--- src/rtl/path_sequencer_if.sv ---
// Bus bundle between the path sequencer and its neighbours: program load
// port, run control from the top level, and the step outputs to navigation.
//
// Handshake: navigation must act on the COMMAND/PATH/COMPARE_DISTANCE outputs
// only while RUN_FLAG=2'b01. It reports completion by raising NEXT_FLAG, and
// only a 0->1 transition sampled during RUN counts. A level that is already
// high when the step starts is ignored. The sequencer then holds the finished
// step with RUN_FLAG=2'b10 for the settle time and presents the next entry.
// WR_EN is a single-cycle write that is accepted only while BUSY=0.
// START is accepted only while BUSY=0.
interface path_sequencer_if #(
  parameter int ADDR_W = 4
);
  logic              WR_EN;
  logic [ADDR_W-1:0] WR_ADDR;
  logic [20:0]       WR_DATA;
  logic [ADDR_W:0]   LENGTH;
  logic              START;
  logic              ABORT;
  logic              NEXT_FLAG;
  logic [4:0]        COMMAND;
  logic [7:0]        PATH;
  logic [7:0]        COMPARE_DISTANCE;
  logic [1:0]        RUN_FLAG;
  logic [ADDR_W-1:0] STEP;
  logic              BUSY;
  logic              DONE;
  logic              FAULT;
  logic [2:0]        state_dbg;

  modport master (
    output WR_EN, WR_ADDR, WR_DATA, LENGTH, START, ABORT, NEXT_FLAG,
    input  COMMAND, PATH, COMPARE_DISTANCE, RUN_FLAG, STEP, BUSY, DONE, FAULT,
           state_dbg
  );

  modport slave (
    input  WR_EN, WR_ADDR, WR_DATA, LENGTH, START, ABORT, NEXT_FLAG,
    output COMMAND, PATH, COMPARE_DISTANCE, RUN_FLAG, STEP, BUSY, DONE, FAULT,
           state_dbg
  );
endinterface

--- src/rtl/path_sequencer.sv ---
// Path sequencer: stores a short navigation program and plays it out one step
// at a time. Each step advances on a NEXT_FLAG rising edge, then holds for a
// settle period. The block also provides start/abort control and a per-step
// timeout.
module path_sequencer #(
  parameter int DEPTH          = 16,
  parameter int ADDR_W         = 4,
  parameter int SETTLE_CYCLES  = 5000000,
  parameter int TIMEOUT_CYCLES = 1500000000
) (
  input  logic              CLK,
  input  logic              RST,
  path_sequencer_if.slave   bus
);

  // A single counter serves both RUN (timeout) and SETTLE (settle time).
  localparam int CNT_MAX = (TIMEOUT_CYCLES > SETTLE_CYCLES) ? TIMEOUT_CYCLES : SETTLE_CYCLES;
  localparam int CNT_W   = $clog2(CNT_MAX + 1);

  typedef enum logic [2:0] {
    IDLE     = 3'd0,
    LOAD     = 3'd1,
    RUN      = 3'd2,
    SETTLE   = 3'd3,
    FAULT_ST = 3'd4
  } state_t;

  state_t            state_q, state_d;
  logic [20:0]       mem [DEPTH];
  logic [20:0]       rd_data;
  logic [20:0]       entry_q;
  logic [ADDR_W-1:0] step_q;
  logic [ADDR_W:0]   len_q;
  logic [CNT_W-1:0]  cnt_q;
  logic              load_phase_q;
  logic              next_q;
  logic              done_q;
  logic              fault_q;

  logic              busy;
  logic [1:0]        run_flag;
  logic              wr_ok;
  logic              next_rise;
  logic              last_step;
  logic              settle_end;
  logic              timeout_hit;
  logic              start_run;
  logic              load_entry;
  logic              step_inc;
  logic              set_fault;
  logic              done_d;

  assign wr_ok       = bus.WR_EN && !busy;
  assign next_rise   = bus.NEXT_FLAG && !next_q;
  assign last_step   = ({1'b0, step_q} == (len_q - 1'b1));
  assign settle_end  = (cnt_q == CNT_W'(SETTLE_CYCLES - 1));
  assign timeout_hit = (cnt_q == CNT_W'(TIMEOUT_CYCLES - 1));

  // Program memory: writes only while idle, one-cycle registered read of the
  // entry addressed by the current step. Not reset; contents survive RST.
  always_ff @(posedge CLK) begin
    if (wr_ok) begin
      mem[bus.WR_ADDR] <= bus.WR_DATA;
    end
    rd_data <= mem[step_q];
  end

  // State register.
  always_ff @(posedge CLK) begin
    if (RST) begin
      state_q <= IDLE;
    end else begin
      state_q <= state_d;
    end
  end

  // Next-state logic and per-transition action strobes.
  always_comb begin
    state_d    = state_q;
    start_run  = 1'b0;
    load_entry = 1'b0;
    step_inc   = 1'b0;
    set_fault  = 1'b0;
    done_d     = 1'b0;
    case (state_q)
      IDLE: begin
        if (bus.START) begin
          if (bus.LENGTH == '0) begin
            done_d = 1'b1;
          end else begin
            start_run = 1'b1;
            state_d   = LOAD;
          end
        end
      end
      FAULT_ST: begin
        if (bus.ABORT) begin
          state_d = IDLE;
        end else if (bus.START) begin
          if (bus.LENGTH == '0) begin
            done_d  = 1'b1;
            state_d = IDLE;
          end else begin
            start_run = 1'b1;
            state_d   = LOAD;
          end
        end
      end
      LOAD: begin
        // First cycle issues the read; second cycle captures it.
        if (bus.ABORT) begin
          state_d = IDLE;
        end else if (load_phase_q) begin
          load_entry = 1'b1;
          state_d    = RUN;
        end
      end
      RUN: begin
        if (bus.ABORT) begin
          state_d = IDLE;
        end else if (timeout_hit) begin
          set_fault = 1'b1;
          state_d   = FAULT_ST;
        end else if (next_rise) begin
          state_d = SETTLE;
        end
      end
      SETTLE: begin
        if (bus.ABORT) begin
          state_d = IDLE;
        end else if (settle_end) begin
          if (last_step) begin
            done_d  = 1'b1;
            state_d = IDLE;
          end else begin
            step_inc = 1'b1;
            state_d  = LOAD;
          end
        end
      end
      default: state_d = IDLE;
    endcase
  end

  // Datapath: step/length/fault registers, counter, entry outputs, edge history.
  always_ff @(posedge CLK) begin
    if (RST) begin
      entry_q      <= '0;
      step_q       <= '0;
      len_q        <= '0;
      cnt_q        <= '0;
      load_phase_q <= 1'b0;
      next_q       <= 1'b0;
      done_q       <= 1'b0;
      fault_q      <= 1'b0;
    end else begin
      next_q       <= bus.NEXT_FLAG;
      done_q       <= done_d;
      load_phase_q <= (state_q == LOAD) && !load_phase_q;
      if (start_run) begin
        len_q   <= (bus.LENGTH > (ADDR_W+1)'(DEPTH)) ? (ADDR_W+1)'(DEPTH) : bus.LENGTH;
        step_q  <= '0;
        fault_q <= 1'b0;
      end
      if (step_inc) begin
        step_q <= step_q + 1'b1;
      end
      if (set_fault) begin
        fault_q <= 1'b1;
      end
      if (load_entry) begin
        entry_q <= rd_data;
      end
      if ((state_d != state_q) || !((state_q == RUN) || (state_q == SETTLE))) begin
        cnt_q <= '0;
      end else begin
        cnt_q <= cnt_q + 1'b1;
      end
    end
  end

  // State-decoded status outputs.
  always_comb begin
    busy     = 1'b0;
    run_flag = 2'b00;
    case (state_q)
      LOAD:    busy = 1'b1;
      RUN: begin
        busy     = 1'b1;
        run_flag = 2'b01;
      end
      SETTLE: begin
        busy     = 1'b1;
        run_flag = 2'b10;
      end
      default: ;
    endcase
  end

  assign bus.COMMAND          = entry_q[20:16];
  assign bus.PATH             = entry_q[15:8];
  assign bus.COMPARE_DISTANCE = entry_q[7:0];
  assign bus.RUN_FLAG         = run_flag;
  assign bus.STEP             = step_q;
  assign bus.BUSY             = busy;
  assign bus.DONE             = done_q;
  assign bus.FAULT            = fault_q;
  assign bus.state_dbg        = state_q;

endmodule
--- src/flat_wrapper.sv ---
// flat-port wrapper written by rule: the top's interface ports become plain ports
module path_sequencer_flat 
#(
  parameter int DEPTH          = 16,
  parameter int ADDR_W         = 4,
  parameter int SETTLE_CYCLES  = 5000000,
  parameter int TIMEOUT_CYCLES = 1500000000
)
  (CLK, RST, bus_WR_EN, bus_WR_ADDR, bus_WR_DATA, bus_LENGTH, bus_START, bus_ABORT, bus_NEXT_FLAG, bus_COMMAND, bus_PATH, bus_COMPARE_DISTANCE, bus_RUN_FLAG, bus_STEP, bus_BUSY, bus_DONE, bus_FAULT, bus_state_dbg);
  path_sequencer_if #(.ADDR_W(ADDR_W)) bus_i ();
  input  logic CLK;
  input  logic RST;
  input wire logic [$bits(bus_i.WR_EN)-1:0] bus_WR_EN;
  input wire logic [$bits(bus_i.WR_ADDR)-1:0] bus_WR_ADDR;
  input wire logic [$bits(bus_i.WR_DATA)-1:0] bus_WR_DATA;
  input wire logic [$bits(bus_i.LENGTH)-1:0] bus_LENGTH;
  input wire logic [$bits(bus_i.START)-1:0] bus_START;
  input wire logic [$bits(bus_i.ABORT)-1:0] bus_ABORT;
  input wire logic [$bits(bus_i.NEXT_FLAG)-1:0] bus_NEXT_FLAG;
  output wire logic [$bits(bus_i.COMMAND)-1:0] bus_COMMAND;
  output wire logic [$bits(bus_i.PATH)-1:0] bus_PATH;
  output wire logic [$bits(bus_i.COMPARE_DISTANCE)-1:0] bus_COMPARE_DISTANCE;
  output wire logic [$bits(bus_i.RUN_FLAG)-1:0] bus_RUN_FLAG;
  output wire logic [$bits(bus_i.STEP)-1:0] bus_STEP;
  output wire logic [$bits(bus_i.BUSY)-1:0] bus_BUSY;
  output wire logic [$bits(bus_i.DONE)-1:0] bus_DONE;
  output wire logic [$bits(bus_i.FAULT)-1:0] bus_FAULT;
  output wire logic [$bits(bus_i.state_dbg)-1:0] bus_state_dbg;
  assign bus_i.WR_EN = bus_WR_EN;
  assign bus_i.WR_ADDR = bus_WR_ADDR;
  assign bus_i.WR_DATA = bus_WR_DATA;
  assign bus_i.LENGTH = bus_LENGTH;
  assign bus_i.START = bus_START;
  assign bus_i.ABORT = bus_ABORT;
  assign bus_i.NEXT_FLAG = bus_NEXT_FLAG;
  assign bus_COMMAND = bus_i.COMMAND;
  assign bus_PATH = bus_i.PATH;
  assign bus_COMPARE_DISTANCE = bus_i.COMPARE_DISTANCE;
  assign bus_RUN_FLAG = bus_i.RUN_FLAG;
  assign bus_STEP = bus_i.STEP;
  assign bus_BUSY = bus_i.BUSY;
  assign bus_DONE = bus_i.DONE;
  assign bus_FAULT = bus_i.FAULT;
  assign bus_state_dbg = bus_i.state_dbg;
  path_sequencer #(.DEPTH(DEPTH), .ADDR_W(ADDR_W), .SETTLE_CYCLES(SETTLE_CYCLES), .TIMEOUT_CYCLES(TIMEOUT_CYCLES)) u_core (.CLK(CLK), .RST(RST), .bus(bus_i));
endmodule
--- config.mk ---
export PLATFORM = sky130hd
export DESIGN_NAME = path_sequencer_flat
export DESIGN_NICKNAME = d
export VERILOG_FILES = /design/src/rtl/path_sequencer_if.sv /design/src/rtl/path_sequencer.sv /design/src/flat_wrapper.sv
export SDC_FILE = /design/constraint.sdc
export NUM_CORES = 1
export LEC_CHECK = 0
export ABC_AREA = 1
export BUFFER_PORTS_ARGS = -buffer_cell sky130_fd_sc_hd__buf_2
export CAP_MARGIN = 25
export CORE_MARGIN = 8
export CORE_UTILIZATION = 55
export DETAILED_ROUTE_END_ITERATION = 8
export MAX_ROUTING_LAYER = met4
export PLACE_DENSITY = 0.82
export SLEW_MARGIN = 5
export SYNTH_ARGS = -nofsm -noshare
export SYNTH_HDL_FRONTEND = slang
export SYNTH_SLANG_ARGS = --single-unit
--- constraint.sdc ---
create_clock -name CLK -period 2 [get_ports CLK]
set_input_delay 0.2 -clock CLK [delete_from_list [all_inputs] [get_ports CLK]]
set_output_delay 0.2 -clock CLK [all_outputs]
set_load 0.05 [all_outputs]
# [Word-level counts from Yosys, hierarchy flattened]
# Memory sizes are Yosys's and may differ from the RTL's. A register that Yosys moved wholly into a read port is not among the register bits.
# Cells that the tools add are included.
[totals] regBits=68 ram_bits=336 in_bits=36 out_inout_bits=33 elab_cells=81 mem_count=1
[mem_list] memory="u_core.mem" words=16 word_bits=21 rd=1 rd_ports_with_merged_regs=1 write_ports=1 line="path_sequencer.sv:29" text="logic [20:0] mem [DEPTH];"
[op_classes] add_sub_neg=3 n_lt_le_gt_ge=1 eq_ne=8 muxes=44 reduce_logical=15
[ops] operator="$mux W3" count=11
[ops] operator="$add A31 B1 Y31 const B" count=1
[ops] operator="$eq A31 B23 Y1 const B" count=1
[ops] operator="$eq A31 B31 Y1 const B" count=1
[ops] operator="$mux W1" count=26
[ops] operator="$pmux W3 S5" count=1
[ops] operator="$mux W4" count=2
[ops] operator="$eq A3 B2 Y1 const B" count=2
[ops] operator="$eq A4 B5 Y1" count=1
[ops] operator="$gt A5 B5 Y1 const B" count=1
[ops] operator="$logic_not A5 Y1" count=1
[ops] operator="$mux W5" count=1
[ops] operator="$sub A5 B1 Y5 const B" count=1
[ops] operator="$add A4 B1 Y4 const B" count=1
[ops] operator="$logic_not A1 Y1" count=4
[ops] operator="$pmux W2 S2" count=1
[ops] operator="$reduce_bool A2 Y1" count=2
[ops] operator="$eq A3 B1 Y1 const B" count=1
[ops] operator="$eq A3 B3 Y1 const B" count=1
[ops] operator="$logic_and A1 B1 Y1" count=3
[ops] operator="$logic_not A3 Y1" count=1
[ops] operator="$ne A3 B3 Y1" count=1
[ops] operator="$pmux W1 S3" count=1
[ops] operator="$reduce_or A3 Y1" count=1
[ops] operator="3 further kinds" count=4

# [Logic depth before layout (Yosys ltp)]
# Gate-level depths: netlist of the first run.
[logic_depth] depth_word=9 mapped_depth=15 ltp_nobuf=14

# [Worst setup path after synthesis of the first run]
# No wires, ideal clock.
[synth_path] kind="register -> register" start="register u_core.state_q[2], in the netlist u_core.bus.state_dbg[2]" end="memory u_core.mem[0][0], enable pin" setup_time_ns=0.399 arrival_ns=2.485 required_ns=1.601 setup_slack_ns=-0.883 path_stages_with_launch=6 n_path_buf=1 synth_period_minus_slack_ns=2.883 cell_sequence="dfxtp_1 -> clkbuf_1 -> nor2_1 -> nor2_1 -> nand3_1 -> nor2_1"
[synth_via] elab_chain_cells=7 word_cells_on_any_way=9 classes_between="3 x eq/ne; 3 x mux; 3 x reduce/logical"
[synth_lines] item="start: declaration" line="path_sequencer.sv:28" text="state_t state_q, state_d;"
[synth_lines] item="start signal: assignment" line="path_sequencer.sv:73" text="state_q <= state_d;"
[synth_lines] item="$eq A3 B2 Y1 or $eq A3 B1 Y1 (tied branches)" line="path_sequencer.sv:186" text="case (state_q)"
[synth_lines] item="$reduce_or A3 Y1 (no source line) *"
[synth_lines] item="$mux W1 *" line="path_sequencer.sv:186"
[synth_lines] item="via bus_BUSY" line="flat_wrapper.sv:25" text="output wire logic [$bits(bus_i.BUSY)-1:0] bus_BUSY;"
[synth_lines] item="$logic_not A1 Y1 *" line="path_sequencer.sv:53" text="assign wr_ok = bus.WR_EN && !busy;"
[synth_lines] item="$logic_and A1 B1 Y1 *" line="path_sequencer.sv:53"
[synth_lines] item="$mux W1 *" line="path_sequencer.sv:62" text="if (wr_ok) begin"
[synth_lines] item="$mux W1 (implied by the code) *" line="path_sequencer.sv:63" text="mem[bus.WR_ADDR] <= bus.WR_DATA;"
[synth_lines] item="end: declaration" line="path_sequencer.sv:29"
# Mark *: on every way through the listed nets, which the timed path passes. The rest lies on a longest branch.

# [Worst setup path after layout of the first run]
[layout_path] start="register u_core.cnt_q[1]" end="register u_core.cnt_q[8]"
[layout_via] elab_chain_cells=7 word_cells_on_any_way=11 classes_between="1 x add/sub; 3 x eq/ne; 5 x mux; 2 x reduce/logical"
[layout_lines] item="start: declaration" line="path_sequencer.sv:34" text="logic [CNT_W-1:0] cnt_q;"
[layout_lines] item="start signal: assignment" line="path_sequencer.sv:177" text="cnt_q <= cnt_q + 1'b1;"
[layout_lines] item="$eq A31 B23 Y1 or $eq A31 B31 Y1 (tied branches)" line="path_sequencer.sv:56, path_sequencer.sv:57"
[layout_lines] item="$mux W3, on equally long branches" line="path_sequencer.sv:131, path_sequencer.sv:121"
[layout_lines] item="$mux W3, on equally long branches" line="path_sequencer.sv:129, path_sequencer.sv:119"
[layout_lines] item="$pmux W3 S5" line="path_sequencer.sv:85" text="case (state_q)"
[layout_lines] item="$ne A3 B3 Y1" line="path_sequencer.sv:174" text="if ((state_d != state_q) || !((state_q == RUN) || (state_q == SETTLE))) begin"
[layout_lines] item="$logic_or A1 B1 Y1" line="path_sequencer.sv:174"
[layout_lines] item="$reduce_or A2 Y1 (no source line)"
# Several ways; a longest one is shown, not always the timed one.
# A chain may end at the register's enable or synchronous reset.

==> impl.org, run 1 <==
** Critical path
- On the critical path, the stage with the largest delay is an instance of dfxtp_2.
- Gate family responsible for the most delay along the worst path :: simple AND/OR/NAND/NOR gates
- Walking the worst path, the cells encountered are ha_4 > nand2_4 > nor2_4 > nand2_2 > nor2_4 > nand4_1 > inv_2 > nand2_1 > nand2_1 > nand3_2 > nand2_2 > nand3_4 > clkbuf_16 > nor2_2.
- The worst setup path is captured at a flip-flop.
- In this run the worst path has a maximum fanout of 6.
- Setup crit start kind :: flip-flop
- At the worst endpoint, the required time is between 2000 and 2500 ps.
- STA puts the critical path data arrival time at ~2500 ps.
- Count of buffering cells on the critical path with inverters included :: 2
- Critical path class :: reg -> reg
- Critical Path Max Stage Delay :: between 300 and 400 ps

** Power
- Sw frac :: 0.200
- Part of the power in combinational logic :: 0.024
- Of the total power, the clock network draws 0.437.
- IR analysis of the VDD net gives a maximum drop of about 940 µV.
- Pwr/cell area :: between 800 and 900 nW/µm²
- The analysis attributes to cell leakage a power of 6.72 nW.
- Reg power frac :: 0.539
- Total design power :: approximately 18 mW
- Cell internal power dissipation :: about 14 mW
- For this design the total switching power over the nets is between 3 and 4 mW.

** Placement
- The congestion estimate from routability-driven global placement came to roughly 0.9.
- Worst slack at placement :: around 4.5 ps
- Once detailed placement completed, the half-perimeter wirelength came to 21,600 µm.
- PortBufs :: 68

** Synth
- In the synthesized netlist the async set-or-reset flop fraction comes to 0.
- Yosys mapped a number of flops with a built-in enable equal to about 340.
- The share of the Yosys chip area taken by registers is 0.696.
- Cells after Synth :: ~1,400
- After synthesis the netlist holds a flip-flop and latch count of around 430.
- Distinct cells, synth :: 36
- YS warnings :: 0
- Post-synthesis instance area :: 17,100 µm²
- Syn Nets :: approximately 1,400
- For this run, the leading register cell type out of synthesis is edfxtp_1.
- Dividing the synthesized area by the synthesized cell count gives 12.2 µm².

** Clock network
- TritonCTS built the clock tree.
- Worst-case clock buffer depth :: 3
- Source-to-sink clock delay at the later pin of the worst-skew pair :: between 500 and 600 ps
- Post-CTS clock slew at the launch and capture registers of the worst setup and hold paths :: 60 ps
- Clock buffers created by TritonCTS :: 43
- Number of clock sinks :: between 400 and 500
- The H-tree was split into 2 levels.
- Cell chosen for the clock root :: clkbuf_16

** STA
- Final slew viol count :: 0
- Setup repair after global routing could not meet its margin everywhere.
- In this run the tightest slew margin relative to its limit is 0.604.
- Share of the clock period used by the worst path after layout :: 1.00
- Based on the critical path, the design can be clocked at up to 499 MHz.
- Transition time at the pin with the least slew margin :: just under 600 ps
- The number of hold violations in the final report was 0.
- Final Hold Slack :: around 16 ps
- Final Worst Setup Slack :: -4.53 ps
- Counting I/O delays and the setup requirement, the final critical path takes ~2000 ps.
- Setup violations remaining at the end of the flow were counted as 3.
- For the final database, setup skew stands at roughly 21 ps.

** Route
- In the routed layout, each cell is associated on average with a via count of ~6.0.
- Initial drt markers :: ~1,300
- Remaining antenna violation count after routing :: 0
- WL per Instance :: around 22 µm
- Before antenna repair, the detailed router went through 5 iterations.
- For this block, the routed nets add up to between 40,000 and 50,000 µm of wire.
- Post-route DRC :: 0
- Vias post-DR :: between 10,000 and 15,000

** Layout
- Net count of the finished layout :: between 1,500 and 2,000
- Leaving out fill and tap cells, the most frequent cell in the layout is edfxtp_1.
- Of the cells placed in the final design, the portion with a size suffix greater than 1 is 0.193.
- The area growth from synthesis to layout is 18.3%.
- The top cell types in the final layout, fill and taps aside, are 336 x edfxtp_1, 226 x nor2_1, 111 x o21ai_0.
- For this run, the share of the core covered by cells in the final layout is 0.660.

** Floorplanning
- Die area :: around 37,000 µm²
- Chip height :: between 150 and 200 µm
- The core region is between 30,000 and 40,000 µm².
- Horizontal die dimension :: between 150 and 200 µm
- The initialized floorplan defines 64 standard-cell rows.
- The initial utilization of the core area, before any placement, comes to 0.557.
- I/O pins :: a little under 70

** Global route
- The first global-routing pass estimated between 60,000 and 70,000 µm of wire.
- Global-route usage over all layers :: 0.228
- Vias in the first global route :: around 11,000
- The total overflow left after global routing is 0.
- Maximum number of pins on one net before global-route repair :: 87
- The initial antenna violation count was 2.

** Status
- Status :: finished, violations left
- The checks that failed: setup timing.

** Job
- The tool flagged a number of max-cap violations equal to 0.

** Min path
- Hold Path Class :: in -> reg
==> worst paths after layout <==
| kind | startpoint | to | slack, ps | depth (start not counted) |
|---|---|---|---|---|
| worst max-delay path | u_core.cnt_q[1] | u_core.cnt_q[8] | -5 | 14 |
| worst max register to register | u_core.cnt_q[1] | u_core.cnt_q[8] | -5 | 14 |
| worst min register to register | u_core.rd_data[19] | u_core.entry_q[19] | 460 | 2 |
| worst min-delay path | bus_WR_DATA[8] | u_core.mem[5][8] | 20 | 1 |
==> state kept, by name, summed over array words and instances (netlist names) <==
name	flops
u_core.cnt_q	31
u_core.mem	336
u_core.bus.DONE	1
u_core.bus.FAULT	1
u_core.bus.STEP	4
u_core.next_q	1
u_core.bus.state_dbg	3
u_core.entry_q	21
u_core.load_phase_q	1
u_core.rd_data	21
u_core.len_q	5
==> area by class of cell <==
type / instances / area [µm²]
Multi-Input combinational cell: 821 / 4910
Inverter: 75 / 283
Clock buffer: 63 / 1240
Sequential cell: 425 / 11900
Clock inverter: 17 / 150
Tap cell: 396 / 495
Fill cell: 2042 / 10400
Antenna cell: 2 / 5.00
Timing Repair Buffer: 125 / 1190
==> worst reg2reg max path: stages, from the launching register on <==
cell	delay, ps
dfxtp_2	350
ha_4	150
nand2_4	60
nor2_4	110
nand2_2	80
nor2_4	120
nand4_1	170
inv_2	120
nand2_1	60
nand2_1	80
nand3_2	80
nand2_2	110
nand3_4	170
clkbuf_16	220
nor2_2	70
==> power groups by stage <==
stage | combinational (mW) | sequential [mW] | clock [mW]
6_report | 0.428 | 9.65 | 7.82
5_1_grt | 0.463 | 9.65 | 8.24
4_1_cts | 0.418 | 9.64 | 7.89
3_5_place_dp | 0.403 | 9.83 | 0
3_3_place_gp | 0.387 | 9.83 | 0
2_1_floorplan | 0.162 | 9.85 | 0
==> metrics by stage <==
| step | cells | area, µm² | setup TNS, ps |
|---|---|---|---|
| floorplan | 1396 | 17200 | 0 |
| global placement | 1827 | 18400 | 0 |
| detailed placement | 1827 | 18400 | 0 |
| CTS | 1916 | 19900 | 0 |
| global route | 1924 | 20200 | -4050 |
| finish | 1924 | 20200 | -8.74 |
==> metal layers <==
metal  part of all wire  routed length, µm  global-route usage  vias up
met3              0.097               4060              0.0443      103
li1                   -                  -                   -     5240
met4              0.028               1170              0.0729        0
met1               0.39              16000               0.284     5528
met2               0.49              20400               0.374      627
met5                  0                  0                   -        -
==> Yosys cell counts (2+ instances only) <==
library cell  count  area [µm²]
buf_2            12        60.1
nand3b_1          3        22.5
inv_2             3        11.3
o211ai_1         19         143
nor2_1          254         953
clkbuf_1         54         203
dfxtp_1          89        1780
edfxtp_1        336       10100
a21oi_1           9        45.0
buf_6             3        33.8
xor2_1           23         201
nand3_1          46         230
inv_1            71         267
o221ai_1         63         552
ha_1              3        37.5
o32ai_1          19         166
mux2i_1          63         631
xnor2_1          10        87.6
nor4_1            4        25.0
nor3_2            2        20.0
o21ai_0         111         556
nand4_1          14        87.6
o22ai_1           2        12.5
nor3_1           16        80.1
nor2_2           36         225
buf_1             5        18.8
nand2_1         117         439
==> repair_timing <==
item | CTS | global route
gates cloned | 1 | 2
gates resized for setup | 5 | 57
buffers inserted | 0 | 4
endpoints found under the setup margin | 21 | 36
hold endpoints to repair | 23 | 0
hold buffers | 8 | 0
pin swaps | 0 | 8
==> cells by family (layout without fill, tap and decap cells) <==
group / after synthesis / count (layout) / share of synthesized area
simple gates: 497 / 497 / 0.125
fa+ha+maj: 3 / 3 / 0.00220
mux: 63 / 63 / 0.0370
other cells: 0 / 2 / 0
flops: 425 / 425 / 0.696
compound gates: 225 / 225 / 0.0873
xor+xnor: 33 / 33 / 0.0169
buf+inv: 150 / 280 / 0.0354
(Power assumes the default switching activity.)
==> run 2: changes to the inputs <==
--- a/config.mk
+++ b/config.mk
@@ -8,11 +8,13 @@
 export ABC_AREA = 1
 export BUFFER_PORTS_ARGS = -buffer_cell sky130_fd_sc_hd__buf_2
 export CAP_MARGIN = 25
+export CELL_PAD_IN_SITES_DETAIL_PLACEMENT = 2
+export CELL_PAD_IN_SITES_GLOBAL_PLACEMENT = 2
 export CORE_MARGIN = 8
-export CORE_UTILIZATION = 55
+export CORE_UTILIZATION = 46
 export DETAILED_ROUTE_END_ITERATION = 8
 export MAX_ROUTING_LAYER = met4
-export PLACE_DENSITY = 0.82
+export PLACE_DENSITY = 0.91
 export SLEW_MARGIN = 5
 export SYNTH_ARGS = -nofsm -noshare
 export SYNTH_HDL_FRONTEND = slang
==> constraint.sdc (replaced) <==
create_clock -name CLK -period 2.4 [get_ports CLK]
set_input_delay 0.24 -clock CLK [delete_from_list [all_inputs] [get_ports CLK]]
set_output_delay 0.24 -clock CLK [all_outputs]
set_load 0.05 [all_outputs]
==> run 2 against run 1 <==
The run still ends with setup timing left. Final area barely moved. First-iteration DRC count rose by 24%. Sequential power down 17%. Die area increased by 18%. Core utilization down 11 points. Maximum frequency shrank 25%. Sequential cell count unchanged. Critical path type unchanged. Critical endpoint is now u_core.cnt_q[4]. Highest routed layer unchanged.
==> impl.org, run 2 (synthesis results as in run 1) <==
** Status
- The run finished, with violations left.
- The checks that failed: setup timing.

** Global route
- The first global-routing pass estimated between 100,000 and 150,000 µm of wire.
- Antenna violations before repair :: 9
- Maximum number of pins on one net before global-route repair :: 87
- For this run, the total global-route usage over all layers was measured as 0.340.
- For this run the aggregate overflow at the end of global routing stands at 0.
- Vias in the first global route :: 13,900

** Power
- Switching power summed over all nets :: 3.64 mW
- Clock group share of total power :: 0.453
- Pwr/cell area :: about 770 nW/µm²
- Worst voltage drop across the vdd grid :: roughly 580 µV
- The share of total power dissipated in combinational logic is 0.030.
- Total design power :: 15.6 mW
- Cell internal power dissipation :: 11.9 mW
- Sw frac :: 0.234
- The analysis attributes to cell leakage a power of ~6.7 nW.
- Of the total power, registers draw 0.517.

** Placement
- Gp weighted congestion :: between 0.8 and 0.9
- After detailed placement, the design holds a cell count of about 1,900.
- The count of buffers added on input and output ports is about 70.
- Summed over all nets, the half-perimeter wirelength after detailed placement is roughly 40,000 µm.
- Instance area at placement :: 18,400 µm²

** STA
- Final Worst Setup Slack :: -284 ps
- Final slew viol count :: 0
- Unrepaired setup endpoints after global routing :: true
- Hold is met by 27.4 ps.
- Transition time at the pin with the least slew margin :: 619 ps
- For this run, the top clock speed supported by timing is ~370 MHz.
- Shortest clock period the worst path allows after layout :: roughly 2700 ps
- Final-report hold violation count :: 0
- Worst slew margin relative to its limit :: 0.587
- Final clock skew :: 22.4 ps
- Setup violations remaining at the end of the flow were counted as 37.
- Share of the clock period used by the worst path after layout :: 1.12

** Layout
- The library cell used most frequently in the layout, excluding fill and tap cells, is edfxtp_1.
- Share of layout cells above drive strength 1 :: 0.185
- Largest registers :: u_core.mem: 336 flops, u_core.cnt_q: 31 flops
- Across the whole layout, storage elements account for between 10,000 and 15,000 µm².
- Fill cell instance count of the final layout :: approximately 3,300
- Total area of multi-input combinational cells :: 4890 µm²
- Net count of the finished layout :: roughly 1,500
- Top reg by flops :: u_core.mem
- The register with the most flip-flops in the layout has about 340 of them.
- Finished Cell Area :: 20,200 µm²
- After the flow finishes, the layout carries non-filler instances totaling about 2,000.
- Commonest non-fill, non-tap cells in the layout :: 336 x edfxtp_1, 226 x nor2_1, 111 x o21ai_0
- Synth-to-Final Area Change :: 18.3%

** Critical path
- Counting both buffers and inverters, the worst setup path holds a total of 1.
- On the worst path, the slowest cell contributes a delay of ~400 ps.
- Worst-path cell with the longest stage delay :: dfxtp_2
- In this design, the critical path's most frequently occurring cell is nor2_4.
- Gate family responsible for the most delay along the worst path :: simple AND/OR/NAND/NOR gates
- Setup crit start kind :: flip-flop
- The critical path is of the reg -> reg type.
- Worst path arrival time :: 3190 ps
- Critical path cell sequence :: ha_4 > nand2_4 > nor2_4 > nand2_4 > nor2_4 > nand4_1 > nand2_2 > nand3_2 > nand2_2 > nand2_1 > nand2_1 > nand3_4 > buf_12 > nor2_4
- For the worst setup path, the data required time is ~2900 ps.
- STA classifies the critical path endpoint as a flip-flop.
- Highest net fanout along the worst path :: 8
- Worst setup slack for register-to-register paths :: -280 ps

** Job
- Reported max-cap violation count :: 0

** Min path
- Hold Path Class :: in -> reg

** Clock network
- Clock latency on the worst-skew pair, taken at its later pin, is ~590 ps.
- Clock buffers created by TritonCTS :: 46
- TritonCTS clock tree :: built
- Post-CTS clock slew at the launch and capture registers of the worst setup and hold paths :: approximately 80 ps
- CTS placed an instance of clkbuf_16 at the clock tree root.
- Htree depth :: 2
- The longest clock path from root to sink contains 3 buffers.
- The tree built by TritonCTS fans out to roughly 430 sinks.

** Floorplanning
- The initial utilization of the core area, before any placement, comes to 0.467.
- The floorplan step defined a die boundary enclosing between 40,000 and 50,000 µm².
- The core region is between 30,000 and 40,000 µm².
- After floorplanning, the core was divided into 70 placement rows.
- From left edge to right edge, the die measures roughly 210 µm.
- Chip height :: 209 µm
- In this run the count of I/O pins placed on the die edge is slightly below 70.

** Route
- Iteration count of the initial detailed-routing pass :: 5
- Remaining antenna violation count after routing :: 0
- Post-route DRC :: 0
- In the final routed layout, each cell accounts on average for between 30 and 40 µm.
- The routed layout has between 10,000 and 15,000 vias.
- For this block, the initial DRC count from the detailed router was 1,572.
- Routed WL :: 74,500 µm
- Vias per cell :: approximately 6.6
-- run 2: per-layer routing --
metal	routed length [µm]	track usage
met1	27900	0.400
met2	36300	0.557
met3	5450	0.0574
met4	4920	0.180
met5	0	-
-- run 2: worst register-to-register path, delay by kind of cell, from the launching register on --
family / cells / cell delay (ps)
DFF: 1 / 390
and+or+nand+nor: 12 / 1850
buffers and inverters: 1 / 200
adders and majority gates: 1 / 180
-- run 2: final timing paths --
check                    startpoint  cells past startpoint           endpoint
setup / recovery    u_core.cnt_q[1]                     14    u_core.cnt_q[4]
hold / removal        bus_LENGTH[2]                      3    u_core.len_q[2]
setup reg to reg    u_core.cnt_q[1]                     14    u_core.cnt_q[4]
hold reg to reg   u_core.rd_data[9]                      2  u_core.entry_q[9]
-- run 2: timing repair --
action / 4_1_cts / 5_1_grt
hold buffers: 3 / 0
resized for setup: 28 / 39
pin swaps: 6 / 10
endpoints found under the hold margin: 3 / 0
buffers inserted: 1 / 8
endpoints found under the setup margin: 105 / 34
gates cloned: 1 / 1
-- run 2: power groups by stage --
stage / logic [mW] / registers [mW] / clock network [mW]
6_report: 0.467 / 8.05 / 7.07
5_1_grt: 0.472 / 8.05 / 7.30
4_1_cts: 0.441 / 8.05 / 7.01
3_5_place_dp: 0.410 / 8.21 / 0
3_3_place_gp: 0.350 / 8.19 / 0
2_1_floorplan: 0.129 / 8.21 / 0
-- run 2: final cells by class --
| cell class | count | area share |
|---|---|---|
| inverters | 75 | 0.0142 |
| clock buffers | 72 | 0.0665 |
| diodes | 8 | 0.000992 |
| flip-flops and latches | 425 | 0.590 |
| multi-input cells | 821 | 0.242 |
| well taps | 468 | 0.0290 |
| clock inverters | 13 | 0.00298 |
| repair buffers | 120 | 0.0539 |
-- run 2: stage by stage --
stage | util | setup TNS [ps] | setup slack (ps)
2_1_floorplan | - | 0 | 62.1
3_3_place_gp | 0.503 | 0 | 316
3_5_place_dp | 0.503 | -3400 | -137
4_1_cts | 0.546 | 0 | 0.537
5_1_grt | 0.552 | -6960 | -265
6_report | 0.552 | -7100 | -284
==> run 3: changes to the inputs <==
--- a/config.mk
+++ b/config.mk
@@ -5,16 +5,15 @@
 export SDC_FILE = /design/constraint.sdc
 export NUM_CORES = 1
 export LEC_CHECK = 0
-export ABC_AREA = 1
 export BUFFER_PORTS_ARGS = -buffer_cell sky130_fd_sc_hd__buf_2
 export CAP_MARGIN = 25
 export CELL_PAD_IN_SITES_DETAIL_PLACEMENT = 2
 export CELL_PAD_IN_SITES_GLOBAL_PLACEMENT = 2
 export CORE_MARGIN = 8
-export CORE_UTILIZATION = 46
+export CORE_UTILIZATION = 51
 export DETAILED_ROUTE_END_ITERATION = 8
 export MAX_ROUTING_LAYER = met4
-export PLACE_DENSITY = 0.91
+export PLACE_DENSITY = 0.92
 export SLEW_MARGIN = 5
 export SYNTH_ARGS = -nofsm -noshare
 export SYNTH_HDL_FRONTEND = slang
==> run 3 against run 2 <==
The flow still finishes with violations (setup timing). Non-clock buffer count is 6 higher. Combinational power decreased by 19%. Sequential cell count unchanged. Critical endpoint is now u_core.cnt_q[28]. Largest cell class unchanged.
==> impl.org, run 3 <==
** Global route
- The number of global-route vias before repair is roughly 10,000.
- Entering global routing, the biggest net connects 33 pins.
- Global-route usage over all layers :: 0.293
- Wire length of the first global-routing pass :: ~77,000 µm
- Antenna violations before repair :: 0
- Final global-route overflow total :: 0

** Synth
- In the synthesized netlist the dominant register cell turns out to be edfxtp_1.
- Syn Nets :: 926
- Async set or reset register ratio after synthesis :: 0
- Counting flops with a built-in enable in the synthesized netlist gives around 340.
- The share of synthesized area in the top cell type comes to 0.623.
- Post-synthesis instance area :: 16,200 µm²
- Yosys printed 0 warnings.
- Share of the yosys chip area belonging to registers :: 0.733
- Synthesis instantiated between 50 and 60 different standard cells from the library.
- edfxtp_1 is the most common cell in the netlist.
- Sorting the synthesized cells by area gives the leading types as edfxtp_1 62%, mux4_2 15%, dfxtp_1 11%, nand2_1 1.6%, nor2_1 1.5%.
- After synthesis, the most frequently instantiated cells are 336 x edfxtp_1, 105 x mux4_2, 89 x dfxtp_1, 70 x nand2_1, 66 x nor2_1.
- Summed over all instances, the cell type with the most area after synthesis is edfxtp_1.
- In this run the mean area of a mapped cell was between 15 and 20 µm².
- Synthesis produced ~890 cells.
- Synthesized flop and latch total :: 425

** Clock network
- TritonCTS clock tree :: built
- The H-tree was split into 2 levels.
- Number of clock sinks :: approximately 430
- Post-CTS clock slew at the launch and capture registers of the worst setup and hold paths :: around 70 ps
- TritonCTS created between 40 and 50 clock buffers.
- Worst-case clock buffer depth :: 3
- The tree is rooted in a clkbuf_16.
- Source-to-sink clock delay at the later pin of the worst-skew pair :: 570 ps

** Critical path
- Launch point of the worst path :: u_core.cnt_q[18]
- Most used cell along the critical path :: nand4_1
- The slowest stage of the critical path is the dfxtp_1 cell.
- The worst setup path is launched from a flip-flop.
- Highest net fanout along the worst path :: 6
- Required time of the worst setup path :: 2840 ps
- In this run the critical register-to-register path is launched from u_core.cnt_q[18].
- Reg-to-reg endpoint :: u_core.cnt_q[28]
- Critical Path Max Stage Delay :: about 510 ps
- Data arrives at the worst endpoint at ~3000 ps.
- Crit path capture type :: flip-flop
- Counting cells, the worst reg-to-reg path comes to 6.
- The setup check on the worst reg-to-reg path leaves a slack of -140 ps.
- Critical path cell sequence :: nand4_1 > nor3_2 > nand4_1 > nor3_1 > xnor2_1 > nor2_1
- Critical path class :: reg -> reg
- The most critical setup path has its endpoint at u_core.cnt_q[28].

** STA
- On the final layout, the worst clock skew is approximately 27 ps.
- Share of the clock period used by the worst path after layout :: 1.06
- Final-report hold violation count :: 0
- For the pin with the worst max-slew slack, the measured transition is around 900 ps.
- For the finished layout, the period the worst path requires is around 2500 ps.
- Setup violations remaining at the end of the flow were counted as 2.
- Total negative slack for setup checks :: -164 ps
- Final Worst Setup Slack :: -141 ps
- Based on the critical path, the design can be clocked at up to 394 MHz.
- In this run the tightest slew margin relative to its limit is 0.409.
- Final slew viol count :: 0

** Route
- After detailed routing, the number of remaining DRC violations is 0.
- WL per Instance :: 37.7 µm
- Initial drt markers :: between 700 and 800
- After detailed routing, the total wire length is 54,700 µm.
- The first detailed-routing pass took 5 iterations.
- Summing over every cut layer, the via total after detailed routing is 9,536.
- Dividing the detail-routed via count by the number of cells gives between 6 and 7.
- Remaining antenna violation count after routing :: 0

** Power
- The internal portion of the total power is 12.1 mW.
- Of the total power, the clock network draws 0.453.
- Part of the power in combinational logic :: 0.025
- Total power for the finished layout comes to 15.4 mW.
- VDD sags by at most 702 µV.
- Of the total power, the share spent switching nets is 0.215.
- Leakage power :: about 6 nW
- The share of total power dissipated in sequential elements is 0.523.
- For this design the ratio of total power to cell area is a little over 800 nW/µm².
- Switching power summed over all nets :: approximately 3.3 mW

** Placement
- Total placed cells including tap cells :: between 1,000 and 1,500
- Buffers placed on the I/O ports in this run total 68.
- The congestion estimate from routability-driven global placement came to roughly 0.79.
- After detailed placement, the total cell area comes to 17,400 µm².
- Summed over all nets, the half-perimeter wirelength after detailed placement is roughly 32,000 µm.

** Status
- The final reports fail on setup timing.
- The flow ran to the end, but the final reports show violations.

** Floorplanning
- The die covers approximately 38,000 µm².
- For this configuration, the core starts out at a cell density of 0.516.
- Placement row count :: between 60 and 70
- The die is 194 µm tall.
- I/O pins :: between 60 and 70
- In this run the horizontal extent of the chip is 194 µm.
- Area of the placeable core :: between 30,000 and 40,000 µm²

** Job
- Reported max-cap violation count :: 0

** Min path
- The path class of the tightest hold or removal check is in -> reg.
- Counting instances, the worst hold path has a depth of 3.

** Layout
- Diodes inserted :: 0
- The library cell used most frequently in the layout, excluding fill and tap cells, is edfxtp_1.
- Finished Cell Area :: 18,900 µm²
- Share of layout cells above drive strength 1 :: 0.314
- Counting flops per register, the top entry is u_core.mem.
- Measured on the finished design, the core utilization comes to 0.603.
- The register with the most flip-flops in the layout has approximately 340 of them.
- The library cells used most frequently in the layout, excluding fill and tap cells, are 336 x edfxtp_1, 105 x mux4_2, 82 x dfxtp_1.
- Relative to the synthesized area, the layout overhead comes to 16.9%.
- The largest registers in the layout are u_core.mem: 336 flops, u_core.cnt_q: 31 flops.
- The count of cells in the finished layout, fillers not included, comes to 1,451.
- In the final design database the tool counted between 1,000 and 1,500 nets.
-- run 3: cell families (layout without fill, tap and decap cells) --
logic type	after synthesis	after routing	synth area share
DFF	425	425	0.733
and+or+nand+nor	220	220	0.0682
muxes	105	105	0.146
buffers and inverters	51	213	0.0141
AOI/OAI and AO/OA	47	47	0.0164
xor gates and xnor gates	36	36	0.0195
adders and majority gates	3	3	0.00232
-- run 3: cell type report --
type	instances	area, µm²
Tap cell	402	503
Clock buffer	64	1230
Sequential cell	425	11900
Fill cell	2568	12500
Timing Repair Buffer	126	882
Multi-Input combinational cell	411	4200
Clock inverter	15	191
Inverter	8	30.0
-- run 3: power by group through the flow --
stage	logic, mW	registers (mW)	clock network, mW
finish	0.379	8.05	6.97
global route	0.391	8.05	7.26
CTS	0.371	8.05	7.03
detailed placement	0.353	8.20	0
global placement	0.305	8.19	0
floorplan	0.119	8.20	0
-- run 3: worst max-delay path: cells and delay by family, from the launching register on --
kind	cells	cell delay, ps
simple gates	5	1680
flops	1	510
xor+xnor	1	220
-- run 3: metrics by stage --
step                hold WS (ps)  setup WS (ps)
CTS                         2.32           9.06
detailed placement           447           59.7
global route                27.9           -194
global placement             422            257
floorplan                    339          -56.2
finish                      42.2           -141
-- run 3: repair_timing --
action,4_1_cts,5_1_grt
setup buffers,0,3
gates cloned,0,0
endpoints found under the setup margin,45,115
hold buffers,3,0
pin swaps,0,2
resized for setup,2,10
hold endpoints to repair,3,0
-- run 3: worst min path at each step --
stage	to	startpoint	slack, ps
floorplan	u_core.mem[0][0]	bus_WR_DATA[0]	340
global placement	u_core.entry_q[17]	u_core.rd_data[17]	420
detailed placement	u_core.entry_q[4]	u_core.rd_data[4]	450
CTS	u_core.len_q[4]	bus_LENGTH[4]	2
global route	u_core.len_q[1]	bus_LENGTH[1]	30
finish	u_core.len_q[4]	bus_LENGTH[4]	40
-- run 3: metal layers --
metal,vias to the layer above,global-route usage,wire (µm)
li1,3749,-,-
met1,5141,0.343,20500
met2,494,0.509,28700
met3,152,0.0465,3110
met4,0,0.107,2370
met5,-,-,0
